===== src/rtl/regfile_pkg.sv =====
// Shared definitions for the 16x32 register file and its command-side master:
// default geometry, command opcodes and the master's state encoding.
package regfile_pkg;

  // Default geometry shared with the register file itself.
  localparam int RF_DATA_W = 32;
  localparam int RF_ADDR_W = 4;

  // Command opcodes as seen on cmd_op. Bit 0 requests a write and bit 1
  // requests a read, so READ_WRITE is both.
  typedef enum logic [1:0] {
    OP_NOP   = 2'd0,
    OP_WRITE = 2'd1,
    OP_READ  = 2'd2,
    OP_RW    = 2'd3
  } op_e;

  // Master FSM states.
  typedef enum logic [1:0] {
    ST_IDLE  = 2'd0,
    ST_ISSUE = 2'd1,
    ST_WAIT  = 2'd2,
    ST_RESP  = 2'd3
  } state_e;

endpackage


===== src/rtl/regfile_master_if.sv =====
// Bundle for the register-file master: command channel, response channel and
// the register-file pin group. The master modport is the regfile_master view.
// The slave modport is the sequencer/register-file side.
interface regfile_master_if
  import regfile_pkg::*;
#(
  parameter int DATA_W = RF_DATA_W,
  parameter int ADDR_W = RF_ADDR_W
);

  // Command channel
  logic              cmd_valid;
  logic              cmd_ready;
  logic [1:0]        cmd_op;
  logic [ADDR_W-1:0] cmd_wsel;
  logic [ADDR_W-1:0] cmd_rsel1;
  logic [ADDR_W-1:0] cmd_rsel2;
  logic [DATA_W-1:0] cmd_wdata;

  // Response channel
  logic              rsp_valid;
  logic              rsp_ready;
  logic [DATA_W-1:0] rsp_data1;
  logic [DATA_W-1:0] rsp_data2;

  // Register-file pins
  logic              rf_EN;
  logic              rf_RD;
  logic              rf_WR;
  logic [ADDR_W-1:0] rf_sel_i1;
  logic [ADDR_W-1:0] rf_sel_o1;
  logic [ADDR_W-1:0] rf_sel_o2;
  logic [DATA_W-1:0] rf_Ip1;
  logic [DATA_W-1:0] rf_op1;
  logic [DATA_W-1:0] rf_op2;

  modport master (
    input  cmd_valid, cmd_op, cmd_wsel, cmd_rsel1, cmd_rsel2, cmd_wdata,
    input  rsp_ready,
    input  rf_op1, rf_op2,
    output cmd_ready,
    output rsp_valid, rsp_data1, rsp_data2,
    output rf_EN, rf_RD, rf_WR, rf_sel_i1, rf_sel_o1, rf_sel_o2, rf_Ip1
  );

  modport slave (
    output cmd_valid, cmd_op, cmd_wsel, cmd_rsel1, cmd_rsel2, cmd_wdata,
    output rsp_ready,
    output rf_op1, rf_op2,
    input  cmd_ready,
    input  rsp_valid, rsp_data1, rsp_data2,
    input  rf_EN, rf_RD, rf_WR, rf_sel_i1, rf_sel_o1, rf_sel_o2, rf_Ip1
  );

endinterface


===== src/rtl/regfile_master.sv =====
// Command-side initiator for the register file. It accepts one command,
// pulses the register-file controls for a single cycle, and waits out the
// registered read latency. For reads, it then holds the captured operands on
// the response channel until they are consumed. Every output is a flop, so
// neither cmd_valid nor rsp_ready reaches an output combinationally.
module regfile_master
  import regfile_pkg::*;
#(
  parameter int DATA_W = RF_DATA_W,
  parameter int ADDR_W = RF_ADDR_W,
  // Edges from the register file sampling RD to op1/op2 being valid (1..4).
  parameter int RD_LAT = 1
) (
  input  logic               clk,
  input  logic               rst,
  regfile_master_if.master   bus
);

  // Wide enough to hold RD_LAT up to 4.
  localparam int CNT_W = 3;

  state_e            state_q,     state_d;
  logic              cmd_ready_q, cmd_ready_d;
  logic              rsp_valid_q, rsp_valid_d;
  logic [DATA_W-1:0] rsp_data1_q, rsp_data1_d;
  logic [DATA_W-1:0] rsp_data2_q, rsp_data2_d;
  logic              rf_en_q,     rf_en_d;
  logic              rf_rd_q,     rf_rd_d;
  logic              rf_wr_q,     rf_wr_d;
  logic [ADDR_W-1:0] sel_i1_q,    sel_i1_d;
  logic [ADDR_W-1:0] sel_o1_q,    sel_o1_d;
  logic [ADDR_W-1:0] sel_o2_q,    sel_o2_d;
  logic [DATA_W-1:0] ip1_q,       ip1_d;
  logic [CNT_W-1:0]  cnt_q,       cnt_d;

  op_e  cmd_op;
  logic cmd_fire;
  logic rsp_fire;

  assign cmd_op   = op_e'(bus.cmd_op);
  assign cmd_fire = bus.cmd_valid && cmd_ready_q;
  assign rsp_fire = rsp_valid_q && bus.rsp_ready;

  // Next-state and next-output logic for the command FSM.
  always_comb begin
    // NOTE: every signal gets a default before the case so no path leaves it
    // unassigned; an unassigned path in always_comb would infer a latch.
    state_d     = state_q;
    cmd_ready_d = cmd_ready_q;
    rsp_valid_d = rsp_valid_q;
    rsp_data1_d = rsp_data1_q;
    rsp_data2_d = rsp_data2_q;
    rf_en_d     = 1'b0;
    rf_rd_d     = 1'b0;
    rf_wr_d     = 1'b0;
    sel_i1_d    = sel_i1_q;
    sel_o1_d    = sel_o1_q;
    sel_o2_d    = sel_o2_q;
    ip1_d       = ip1_q;
    cnt_d       = cnt_q;

    unique case (state_q)
      ST_IDLE: begin
        // Ready rises on the first edge after reset and stays up across NOPs.
        cmd_ready_d = 1'b1;
        if (cmd_fire && cmd_op != OP_NOP) begin
          state_d     = ST_ISSUE;
          cmd_ready_d = 1'b0;
          rf_en_d     = 1'b1;
          rf_wr_d     = bus.cmd_op[0];
          rf_rd_d     = bus.cmd_op[1];
          sel_i1_d    = bus.cmd_wsel;
          sel_o1_d    = bus.cmd_rsel1;
          sel_o2_d    = bus.cmd_rsel2;
          ip1_d       = bus.cmd_wdata;
        end
      end

      ST_ISSUE: begin
        // The register file samples the controls on this edge. A pure write
        // is done, and anything with a read waits for the data.
        if (rf_rd_q) begin
          state_d = ST_WAIT;
          cnt_d   = CNT_W'(RD_LAT);
        end else begin
          state_d     = ST_IDLE;
          cmd_ready_d = 1'b1;
        end
      end

      ST_WAIT: begin
        // On the edge ending the last wait cycle the operands are valid.
        if (cnt_q == CNT_W'(1)) begin
          state_d     = ST_RESP;
          rsp_valid_d = 1'b1;
          rsp_data1_d = bus.rf_op1;
          rsp_data2_d = bus.rf_op2;
        end else begin
          cnt_d = cnt_q - CNT_W'(1);
        end
      end

      ST_RESP: begin
        // Ready returns on the same edge that hands off the response.
        if (rsp_fire) begin
          state_d     = ST_IDLE;
          rsp_valid_d = 1'b0;
          cmd_ready_d = 1'b1;
        end
      end

      default: state_d = ST_IDLE;
    endcase
  end

  // State and output registers; reset drops any in-flight command.
  always_ff @(posedge clk or posedge rst) begin
    if (rst) begin
      state_q     <= ST_IDLE;
      cmd_ready_q <= 1'b0;
      rsp_valid_q <= 1'b0;
      rsp_data1_q <= '0;
      rsp_data2_q <= '0;
      rf_en_q     <= 1'b0;
      rf_rd_q     <= 1'b0;
      rf_wr_q     <= 1'b0;
      sel_i1_q    <= '0;
      sel_o1_q    <= '0;
      sel_o2_q    <= '0;
      ip1_q       <= '0;
      cnt_q       <= '0;
    end else begin
      // NOTE: non-blocking assignments let every flop sample the pre-edge
      // values, which keeps the update order-independent.
      state_q     <= state_d;
      cmd_ready_q <= cmd_ready_d;
      rsp_valid_q <= rsp_valid_d;
      rsp_data1_q <= rsp_data1_d;
      rsp_data2_q <= rsp_data2_d;
      rf_en_q     <= rf_en_d;
      rf_rd_q     <= rf_rd_d;
      rf_wr_q     <= rf_wr_d;
      sel_i1_q    <= sel_i1_d;
      sel_o1_q    <= sel_o1_d;
      sel_o2_q    <= sel_o2_d;
      ip1_q       <= ip1_d;
      cnt_q       <= cnt_d;
    end
  end

  assign bus.cmd_ready = cmd_ready_q;
  assign bus.rsp_valid = rsp_valid_q;
  assign bus.rsp_data1 = rsp_data1_q;
  assign bus.rsp_data2 = rsp_data2_q;
  assign bus.rf_EN     = rf_en_q;
  assign bus.rf_RD     = rf_rd_q;
  assign bus.rf_WR     = rf_wr_q;
  assign bus.rf_sel_i1 = sel_i1_q;
  assign bus.rf_sel_o1 = sel_o1_q;
  assign bus.rf_sel_o2 = sel_o2_q;
  assign bus.rf_Ip1    = ip1_q;

endmodule


===== src/flat_wrapper.sv =====
// flat-port wrapper written by rule: the top's interface ports become plain ports
module regfile_master_flat import regfile_pkg::*;
#(
  parameter int DATA_W = RF_DATA_W,
  parameter int ADDR_W = RF_ADDR_W,
                                                                            
  parameter int RD_LAT = 1
)
  (clk, rst, bus_cmd_valid, bus_cmd_op, bus_cmd_wsel, bus_cmd_rsel1, bus_cmd_rsel2, bus_cmd_wdata, bus_rsp_ready, bus_rf_op1, bus_rf_op2, bus_cmd_ready, bus_rsp_valid, bus_rsp_data1, bus_rsp_data2, bus_rf_EN, bus_rf_RD, bus_rf_WR, bus_rf_sel_i1, bus_rf_sel_o1, bus_rf_sel_o2, bus_rf_Ip1);
  regfile_master_if #(.DATA_W(DATA_W), .ADDR_W(ADDR_W)) bus_i ();
  input  logic clk;
  input  logic rst;
  input wire logic [$bits(bus_i.cmd_valid)-1:0] bus_cmd_valid;
  input wire logic [$bits(bus_i.cmd_op)-1:0] bus_cmd_op;
  input wire logic [$bits(bus_i.cmd_wsel)-1:0] bus_cmd_wsel;
  input wire logic [$bits(bus_i.cmd_rsel1)-1:0] bus_cmd_rsel1;
  input wire logic [$bits(bus_i.cmd_rsel2)-1:0] bus_cmd_rsel2;
  input wire logic [$bits(bus_i.cmd_wdata)-1:0] bus_cmd_wdata;
  input wire logic [$bits(bus_i.rsp_ready)-1:0] bus_rsp_ready;
  input wire logic [$bits(bus_i.rf_op1)-1:0] bus_rf_op1;
  input wire logic [$bits(bus_i.rf_op2)-1:0] bus_rf_op2;
  output wire logic [$bits(bus_i.cmd_ready)-1:0] bus_cmd_ready;
  output wire logic [$bits(bus_i.rsp_valid)-1:0] bus_rsp_valid;
  output wire logic [$bits(bus_i.rsp_data1)-1:0] bus_rsp_data1;
  output wire logic [$bits(bus_i.rsp_data2)-1:0] bus_rsp_data2;
  output wire logic [$bits(bus_i.rf_EN)-1:0] bus_rf_EN;
  output wire logic [$bits(bus_i.rf_RD)-1:0] bus_rf_RD;
  output wire logic [$bits(bus_i.rf_WR)-1:0] bus_rf_WR;
  output wire logic [$bits(bus_i.rf_sel_i1)-1:0] bus_rf_sel_i1;
  output wire logic [$bits(bus_i.rf_sel_o1)-1:0] bus_rf_sel_o1;
  output wire logic [$bits(bus_i.rf_sel_o2)-1:0] bus_rf_sel_o2;
  output wire logic [$bits(bus_i.rf_Ip1)-1:0] bus_rf_Ip1;
  assign bus_i.cmd_valid = bus_cmd_valid;
  assign bus_i.cmd_op = bus_cmd_op;
  assign bus_i.cmd_wsel = bus_cmd_wsel;
  assign bus_i.cmd_rsel1 = bus_cmd_rsel1;
  assign bus_i.cmd_rsel2 = bus_cmd_rsel2;
  assign bus_i.cmd_wdata = bus_cmd_wdata;
  assign bus_i.rsp_ready = bus_rsp_ready;
  assign bus_i.rf_op1 = bus_rf_op1;
  assign bus_i.rf_op2 = bus_rf_op2;
  assign bus_cmd_ready = bus_i.cmd_ready;
  assign bus_rsp_valid = bus_i.rsp_valid;
  assign bus_rsp_data1 = bus_i.rsp_data1;
  assign bus_rsp_data2 = bus_i.rsp_data2;
  assign bus_rf_EN = bus_i.rf_EN;
  assign bus_rf_RD = bus_i.rf_RD;
  assign bus_rf_WR = bus_i.rf_WR;
  assign bus_rf_sel_i1 = bus_i.rf_sel_i1;
  assign bus_rf_sel_o1 = bus_i.rf_sel_o1;
  assign bus_rf_sel_o2 = bus_i.rf_sel_o2;
  assign bus_rf_Ip1 = bus_i.rf_Ip1;
  regfile_master #(.DATA_W(DATA_W), .ADDR_W(ADDR_W), .RD_LAT(RD_LAT)) u_core (.clk(clk), .rst(rst), .bus(bus_i));
endmodule

===== config.mk =====
export PLATFORM = sky130hd
export DESIGN_NAME = regfile_master_flat
export DESIGN_NICKNAME = d
export VERILOG_FILES = /design/src/rtl/regfile_pkg.sv /design/src/rtl/regfile_master_if.sv /design/src/rtl/regfile_master.sv /design/src/flat_wrapper.sv
export SDC_FILE = /design/constraint.sdc
export NUM_CORES = 1
export LEC_CHECK = 0
export CORE_MARGIN = 1
export CORE_UTILIZATION = 40
export CTS_CLUSTER_DIAMETER = 80
export CTS_CLUSTER_SIZE = 14
export DETAILED_ROUTE_END_ITERATION = 8
export GPL_ROUTABILITY_DRIVEN = 0
export PLACE_DENSITY = 0.79
export SETUP_SLACK_MARGIN = 0.05
export SYNTH_ARGS = -nofsm -noshare
export SYNTH_HDL_FRONTEND = slang
export SYNTH_SLANG_ARGS = --single-unit

===== constraint.sdc =====
create_clock -name clk -period 6.2 [get_ports clk]
set_input_delay 0.93 -clock clk [delete_from_list [all_inputs] [get_ports clk]]
set_output_delay 0.93 -clock clk [all_outputs]
set_load 0.02 [all_outputs]

==> results of run 1 <==
## worst register-to-register path, stage by stage (launching register included)
cell and delay (ns):
dfrtp_1 0.41, inv_1 0.13, ha_1 0.30, inv_2 0.08, or2_4 0.81, mux2_2 0.50
## worst max path at each step
stage / cells after the start / slack, ns / endpoint
final: 4 / 3.65 / u_core.bus.rf_Ip1[2]$_DFFE_PP0P_
after detailed placement: 4 / 3.24 / u_core.bus.rf_Ip1[2]$_DFFE_PP0P_
after global placement: 4 / 3.29 / u_core.bus.rf_sel_i1[2]$_DFFE_PP0P_
after floorplan: 1 / 2.14 / async pin
after CTS: 4 / 3.67 / u_core.bus.rf_Ip1[2]$_DFFE_PP0P_
after global routing: 4 / 3.56 / u_core.bus.rf_Ip1[2]$_DFFE_PP0P_
## cell families (layout without fill, tap and decap cells)
| kind of cell | Yosys count | in the layout | synth area share [%] |
|---|---|---|---|
| AO/OA/AOI/OAI | 19 | 19 | 2.78 |
| multiplexers | 108 | 108 | 28.1 |
| AND/OR/NAND/NOR | 10 | 10 | 1.34 |
| flip-flops | 118 | 118 | 63.0 |
| buffers and inverters | 22 | 269 | 2.59 |
| adder cells (fa/ha/maj) | 8 | 8 | 2.14 |
## stage by stage
| step | instance area [µm²] | setup WS [ns] |
|---|---|---|
| after floorplan | 4680 | 2.14 |
| after global placement | 7060 | 3.29 |
| after detailed placement | 7060 | 3.24 |
| after CTS | 7670 | 3.67 |
| after global routing | 7670 | 3.56 |
| final | 7670 | 3.65 |
## power groups by stage
stage / clock network (mW) / logic, mW / registers [mW]
2_1_floorplan: 0 / 0.607 / 1.81
3_3_place_gp: 0 / 1.98 / 1.34
3_5_place_dp: 0 / 2.02 / 1.36
4_1_cts: 1.01 / 2.03 / 1.36
5_1_grt: 1.05 / 2.12 / 1.40
6_report: 0.993 / 2.01 / 1.35
## synthesized netlist by cell type (2+ instances only)
cell and number:
a21oi_1 5, mux2_4 27, nand2_1 2, mux2_2 81, ha_1 8, o21ai_0 4
buf_2 7, and3_1 3, dfrtp_1 118, buf_6 4, a21boi_0 3, inv_1 9
## flip-flops by register name (all words and copies together), names as in the netlist, 3 cells and up, named ones only
name and count:
u_core.bus.rf_Ip1 32, u_core.bus.rsp_data2 32, u_core.bus.rf_sel_i1 4, u_core.cnt_q 3, u_core.bus.rf_sel_o1 4, u_core.bus.rf_sel_o2 4
u_core.bus.rsp_data1 32
## routing by layer
metal	vias to the layer above	wire (µm)	track usage (%)
li1	1473	-	-
met1	1583	4040	19.0
met2	156	5590	31.4
met3	23	1170	8.35
met4	0	211	8.65
met5	-	0	0
## cell type report
cell class	count	share of cell area, %
inverters	10	0.522
repair buffers	227	29.6
multi-input cells	145	21.1
clock buffers	23	6.36
clock inverters	9	1.60
well taps	143	2.33
flip-flops and latches	118	38.5
==> results by group, run 1 <==
Outcome
  • Status: finished clean

Cells and area
  • Net count, final: 641
  • Share of cells above drive strength 1: 27.1%
  • Commonest non-fill, non-tap cell in the layout: clkdlybuf4s50_1
  • Filler Cells Inserted: 868
  • Sequential cell area: 2950 µm²
  • Diodes inserted: 0
  • Fin util: 67.1%
  • Multi-input combinational cell area: 1620 µm²
  • Commonest non-fill, non-tap cells in the layout: 226 x clkdlybuf4s50_1, 118 x dfrtp_1, 81 x mux2_2, 27 x mux2_4, 17 x clkbuf_16
  • Area growth syn-to-layout: 63.7%
  • Non-filler cells, final: 675

Clock network
  • CTS Sinks: 118
  • CTS tree: yes
  • Worst skew pair latency: 0.41 ns
  • Cts hold-fix bufs: 0
  • Post-CTS Setup Bufs: 0
  • CTS Root Cell: clkbuf_16
  • Register clock-pin slew on the reported worst setup and hold paths: 0.05 ns
  • CTS resizes: 0
  • Max H-tree Level: 4
  • Maximum buffer depth of the clock tree: 2
  • Clock buffer count from CTS: 17

Global routing
  • Vias in the first global route: 3236
  • Residual overflow from global routing: 0
  • Total Routing Usage GR: 18.3%
  • First-pass GRT wire length: 16.1 mm
  • Initial antenna violation count: 0
  • Largest net degree at the start of global routing: 72

Detailed routing
  • WL per Instance: 16.3 µm
  • Total Routed Length: 11.0 mm
  • Vias after detailed routing: 3235
  • DR DRC count: 0
  • Starting DRC count in detailed routing: 89
  • Antenna viol nets, final: 0
  • Vias/cell: 4.79
  • Drt first pass iters: 4

Die
  • Die span in y: 110 µm
  • Boundary pin count: 227
  • Die area: 12100 µm²
  • Initial Utilization: 41.0%
  • Die span in x: 110 µm
  • Row Count: 39
  • CORE AREA: 11400 µm²

Critical path
  • Worst path buffer plus inverter count: 1
  • CP max stage cell: nand2_2
  • Critical R2R Capture: u_core.bus.rsp_data2[17]$_DFFE_PP0P_
  • CP startpoint: bus_cmd_op[1]
  • Crit start category: input pin
  • CP Max Fanout: 45
  • Worst R2R Path Depth: 5
  • Top cell family by delay on the critical path: simple AND/OR/NAND/NOR gates
  • Crit-path max cell delay: 0.75 ns
  • R2r setup slk: 3.85 ns
  • Reg-to-Reg Start: u_core.state_q[0]$_DFFE_PP0P_
  • CP required: 6.49 ns
  • CP arrival: 2.83 ns
  • Crit Path Class: input pin to flip-flop
  • Critical path cell sequence: clkdlybuf4s50_1 > o211a_1 > nand2_2 > mux2_2
  • CP Capture Type: flip-flop

STA
  • Final hold viol count: 0
  • Fin crit share: 41.1%
  • Setup violators final: 0
  • Final Critical Period: 2.55 ns
  • Fmax: 393 MHz
  • Max transition margin: 27.3%
  • Worst slew pin tran: 1.09 ns
  • RSZ-0062 raised after global routing: false
  • Final count of pins violating max slew: 0
  • Final hold slack: 0.494 ns
  • Final Skew: 0.00610 ns
  • Sum Neg Setup Slack: 0 ns

Synthesis
  • Yosys reg bits: 118
  • Syn Area/Cell: 16.4 µm²
  • Async set-reset flop share out of synthesis: 100%
  • Sequential area share after synthesis: 63.0%
  • Gate Count Post-Synth: 285
  • Yosys top cell by area: dfrtp_1
  • Top cell type's share of synthesized area: 63.0%
  • Synth unique cells: 26
  • Syn nets: 407
  • Synth area leaders: dfrtp_1 63%, mux2_2 19%, mux2_4 8.7%, ha_1 2.1%, buf_6 0.96%
  • Post-synth EDFFs: 0
  • Synth Flop Type: dfrtp_1
  • Mapped cell area: 4680 µm²
  • Synth warn: 0

Worst hold path
  • Worst Hold Depth: 1
  • Hold Startpoint: u_core.cnt_q[1]$_DFFE_PP0P_
  • Min-Delay Endpoint: u_core.cnt_q[1]$_DFFE_PP0P_
  • Tightest Hold Check Type: flip-flop to flip-flop

Pwr
  • Clock power share: 22.8%
  • P_int: 2.94 mW
  • PD cells: 568 nW/µm²
  • Static leakage power: 3.37 nW
  • Seq pwr share: 31.1%
  • Power, Total: 4.36 mW
  • VDD IR max: 369 µV
  • NetSw: 1.42 mW
  • Sw Share: 32.5%
  • Comb power frac: 46.1%

Placed design
  • # port buffers: 226
  • Cell count after placement: 643
  • HPWL after DPL: 7.76 mm

Run
  • # Max-Cap Violations: 0
No activity file was read; power rests on OpenSTA's default activity.
==> run 2: changes to the inputs <==
- clock period: 6.2 -> 2.4 ns (I/O delays scaled with it)
==> run 2 against run 1 <==
Sequential share of layout area shrank 0.47 points. Largest cell class unchanged. Power grew to 2.6 times the previous value. Die area is the same. Flip-flop and latch count is the same. Global-route usage grew 0.41 points.
==> results by group, run 2 (synthesized netlist as in run 1, its figures left out) <==
Clock network
  • Cts hold-fix bufs: 0 (unchanged)
  • CTS Root Cell: clkbuf_16
  • Worst skew pair latency: 0.40 ns (about the same)
  • Clock buffer count from CTS: 17 (unchanged)
  • Register clock-pin slew on the reported worst setup and hold paths: 0.05 ns (about the same)
  • CTS Sinks: 118 (unchanged)
  • CTS resizes: 0 (unchanged)
  • Post-CTS Setup Bufs: 0 (unchanged)
  • Max H-tree Level: 4 (unchanged)
  • Maximum buffer depth of the clock tree: 2 (unchanged)
  • CTS tree: yes

STA
  • Final hold viol count: 0 (unchanged)
  • Final Critical Period: 1.99 ns
  • Setup violators final: 0 (unchanged)
  • Final count of pins violating max slew: 0 (unchanged)
  • Max transition margin: 64.7% (+37 points)
  • Fmax: 503 MHz
  • Final hold slack: 0.301 ns (-0.194 ns)
  • Sum Neg Setup Slack: 0 ns (unchanged)
  • Worst slew pin tran: 0.524 ns (-0.566 ns)
  • Fin crit share: 82.8%
  • RSZ-0062 raised after global routing: false
  • Final Skew: 0.00887 ns (+0.00276 ns)

Die
  • Die area: 12100 µm² (unchanged)
  • CORE AREA: 11400 µm² (unchanged)
  • Die span in y: 110 µm (unchanged)
  • Die span in x: 110 µm (unchanged)
  • Initial Utilization: 41.0% (unchanged)
  • Boundary pin count: 227 (unchanged)
  • Row Count: 39 (unchanged)

Critical path
  • R2r setup slk: 0.41 ns (-3.44 ns)
  • CP required: 2.69 ns (-3.80 ns)
  • CP arrival: 2.28 ns (-0.55 ns)
  • Critical R2R Capture: u_core.bus.rsp_data1[3]$_DFFE_PP0P_
  • CP Capture Type: flip-flop
  • CP startpoint: u_core.state_q[0]$_DFFE_PP0P_
  • Crit Path Class: flip-flop to flip-flop
  • Crit-path max cell delay: 0.43 ns (-0.32 ns)
  • Critical path cell sequence: inv_1 > ha_1 > inv_2 > or2_4 > buf_4 > mux2_2
  • CP Max Fanout: 13 (-71%)
  • CP max stage cell: dfrtp_1
  • Reg-to-Reg Start: u_core.state_q[0]$_DFFE_PP0P_
  • Worst R2R Path Depth: 6 (+1)
  • Crit path to: u_core.bus.rsp_data1[3]$_DFFE_PP0P_
  • Crit start category: flip-flop

Placed design
  • # port buffers: 226 (unchanged)
  • HPWL after DPL: 8.12 mm (+4.7%)

Detailed routing
  • Total Routed Length: 11.3 mm (+2.2%)
  • Antenna viol nets, final: 0 (unchanged)
  • WL per Instance: 16.6 µm (+1.4%)
  • DR DRC count: 0 (unchanged)
  • Starting DRC count in detailed routing: 105 (+18%)
  • Drt first pass iters: 4 (unchanged)
  • Vias after detailed routing: 3241 (+0.19%)
  • Vias/cell: 4.77 (-0.55%)

Worst hold path
  • Tightest Hold Check Type: input pin to async pin

Global routing
  • Residual overflow from global routing: 0 (unchanged)
  • Initial antenna violation count: 0 (unchanged)
  • Vias in the first global route: 3381 (+4.5%)
  • First-pass GRT wire length: 16.9 mm (+4.8%)
  • Largest net degree at the start of global routing: 57 (-21%)
  • Total Routing Usage GR: 18.7% (+0.41 points)

Cells and area
  • Filler Cells Inserted: 845 (-2.6%)
  • Commonest non-fill, non-tap cell in the layout: clkdlybuf4s50_1
  • Commonest non-fill, non-tap cells in the layout: 226 x clkdlybuf4s50_1, 118 x dfrtp_1, 81 x mux2_2, 27 x mux2_4, 17 x clkbuf_16
  • Share of cells above drive strength 1: 27.4% (+0.31 points)
  • Area growth syn-to-layout: 65.7%
  • Net count, final: 646 (+0.78%)
  • Diodes inserted: 0 (unchanged)

Pwr
  • VDD IR max: 782 µV (+110%)
  • PD cells: 1460 nW/µm² (+160%)
  • Static leakage power: 3.41 nW (+1.1%)

Outcome
  • Status: finished clean

Run
  • # Max-Cap Violations: 0 (unchanged)
run 2: worst max-delay path, delay by kind of cell (launching register included):
kind,cells,cell delay (ns)
buf+inv,3,0.51
flops,1,0.43
mux,1,0.37
fa+ha+maj,1,0.30
simple gates,1,0.26
run 2: per-stage QoR:
step	total power, mW	utilization [%]	setup slack [ns]	cells	area (µm²)
floorplan	6.25	-	0.564	285	4690
global placement	8.65	62.7	0.497	648	7160
detailed placement	8.80	62.7	0.440	648	7160
CTS	11.4	68.0	0.424	680	7760
global route	11.9	68.0	0.338	680	7760
finish	11.3	68.0	0.412	680	7760
run 2: worst min-delay path by stage:
stage	from	end	slack, ns	cells past startpoint
finish	rst	u_core.bus.rsp_data1[26]$_DFFE_PP0P_	0.30	2
global route	rst	u_core.bus.rsp_data1[26]$_DFFE_PP0P_	0.31	2
CTS	rst	u_core.bus.rsp_data1[26]$_DFFE_PP0P_	0.29	2
detailed placement	u_core.bus.rsp_data1[12]$_DFFE_PP0P_	u_core.bus.rsp_data1[12]$_DFFE_PP0P_	0.49	1
global placement	u_core.cnt_q[0]$_DFFE_PP0P_	u_core.cnt_q[0]$_DFFE_PP0P_	0.48	1
floorplan	u_core.cnt_q[1]$_DFFE_PP0P_	u_core.cnt_q[1]$_DFFE_PP0P_	0.47	1
run 2: cell type report:
cell class	instances	area (µm²)	area share, %
Clock buffer	24	482	6.21
Clock inverter	8	121	1.56
Inverter	10	41.3	0.532
Multi-Input combinational cell	145	1620	20.8
Sequential cell	118	2950	38.0
Tap cell	143	179	2.31
Timing Repair Buffer	232	2370	30.5
run 2: power breakdown:
| part | switching [mW] | internal [mW] |
|---|---|---|
| sequential | 0.527 | 2.98 |
| clock | 0.857 | 1.71 |
| combinational | 2.32 | 2.91 |
run 2: routing by layer:
layer	vias to the layer above	GRT usage, %	part of all wire [%]
met4	0	7.61	1.5
met5	-	0	0
met3	15	6.53	8.4
met1	1610	21.4	39
li1	1481	-	-
met2	135	31.9	51
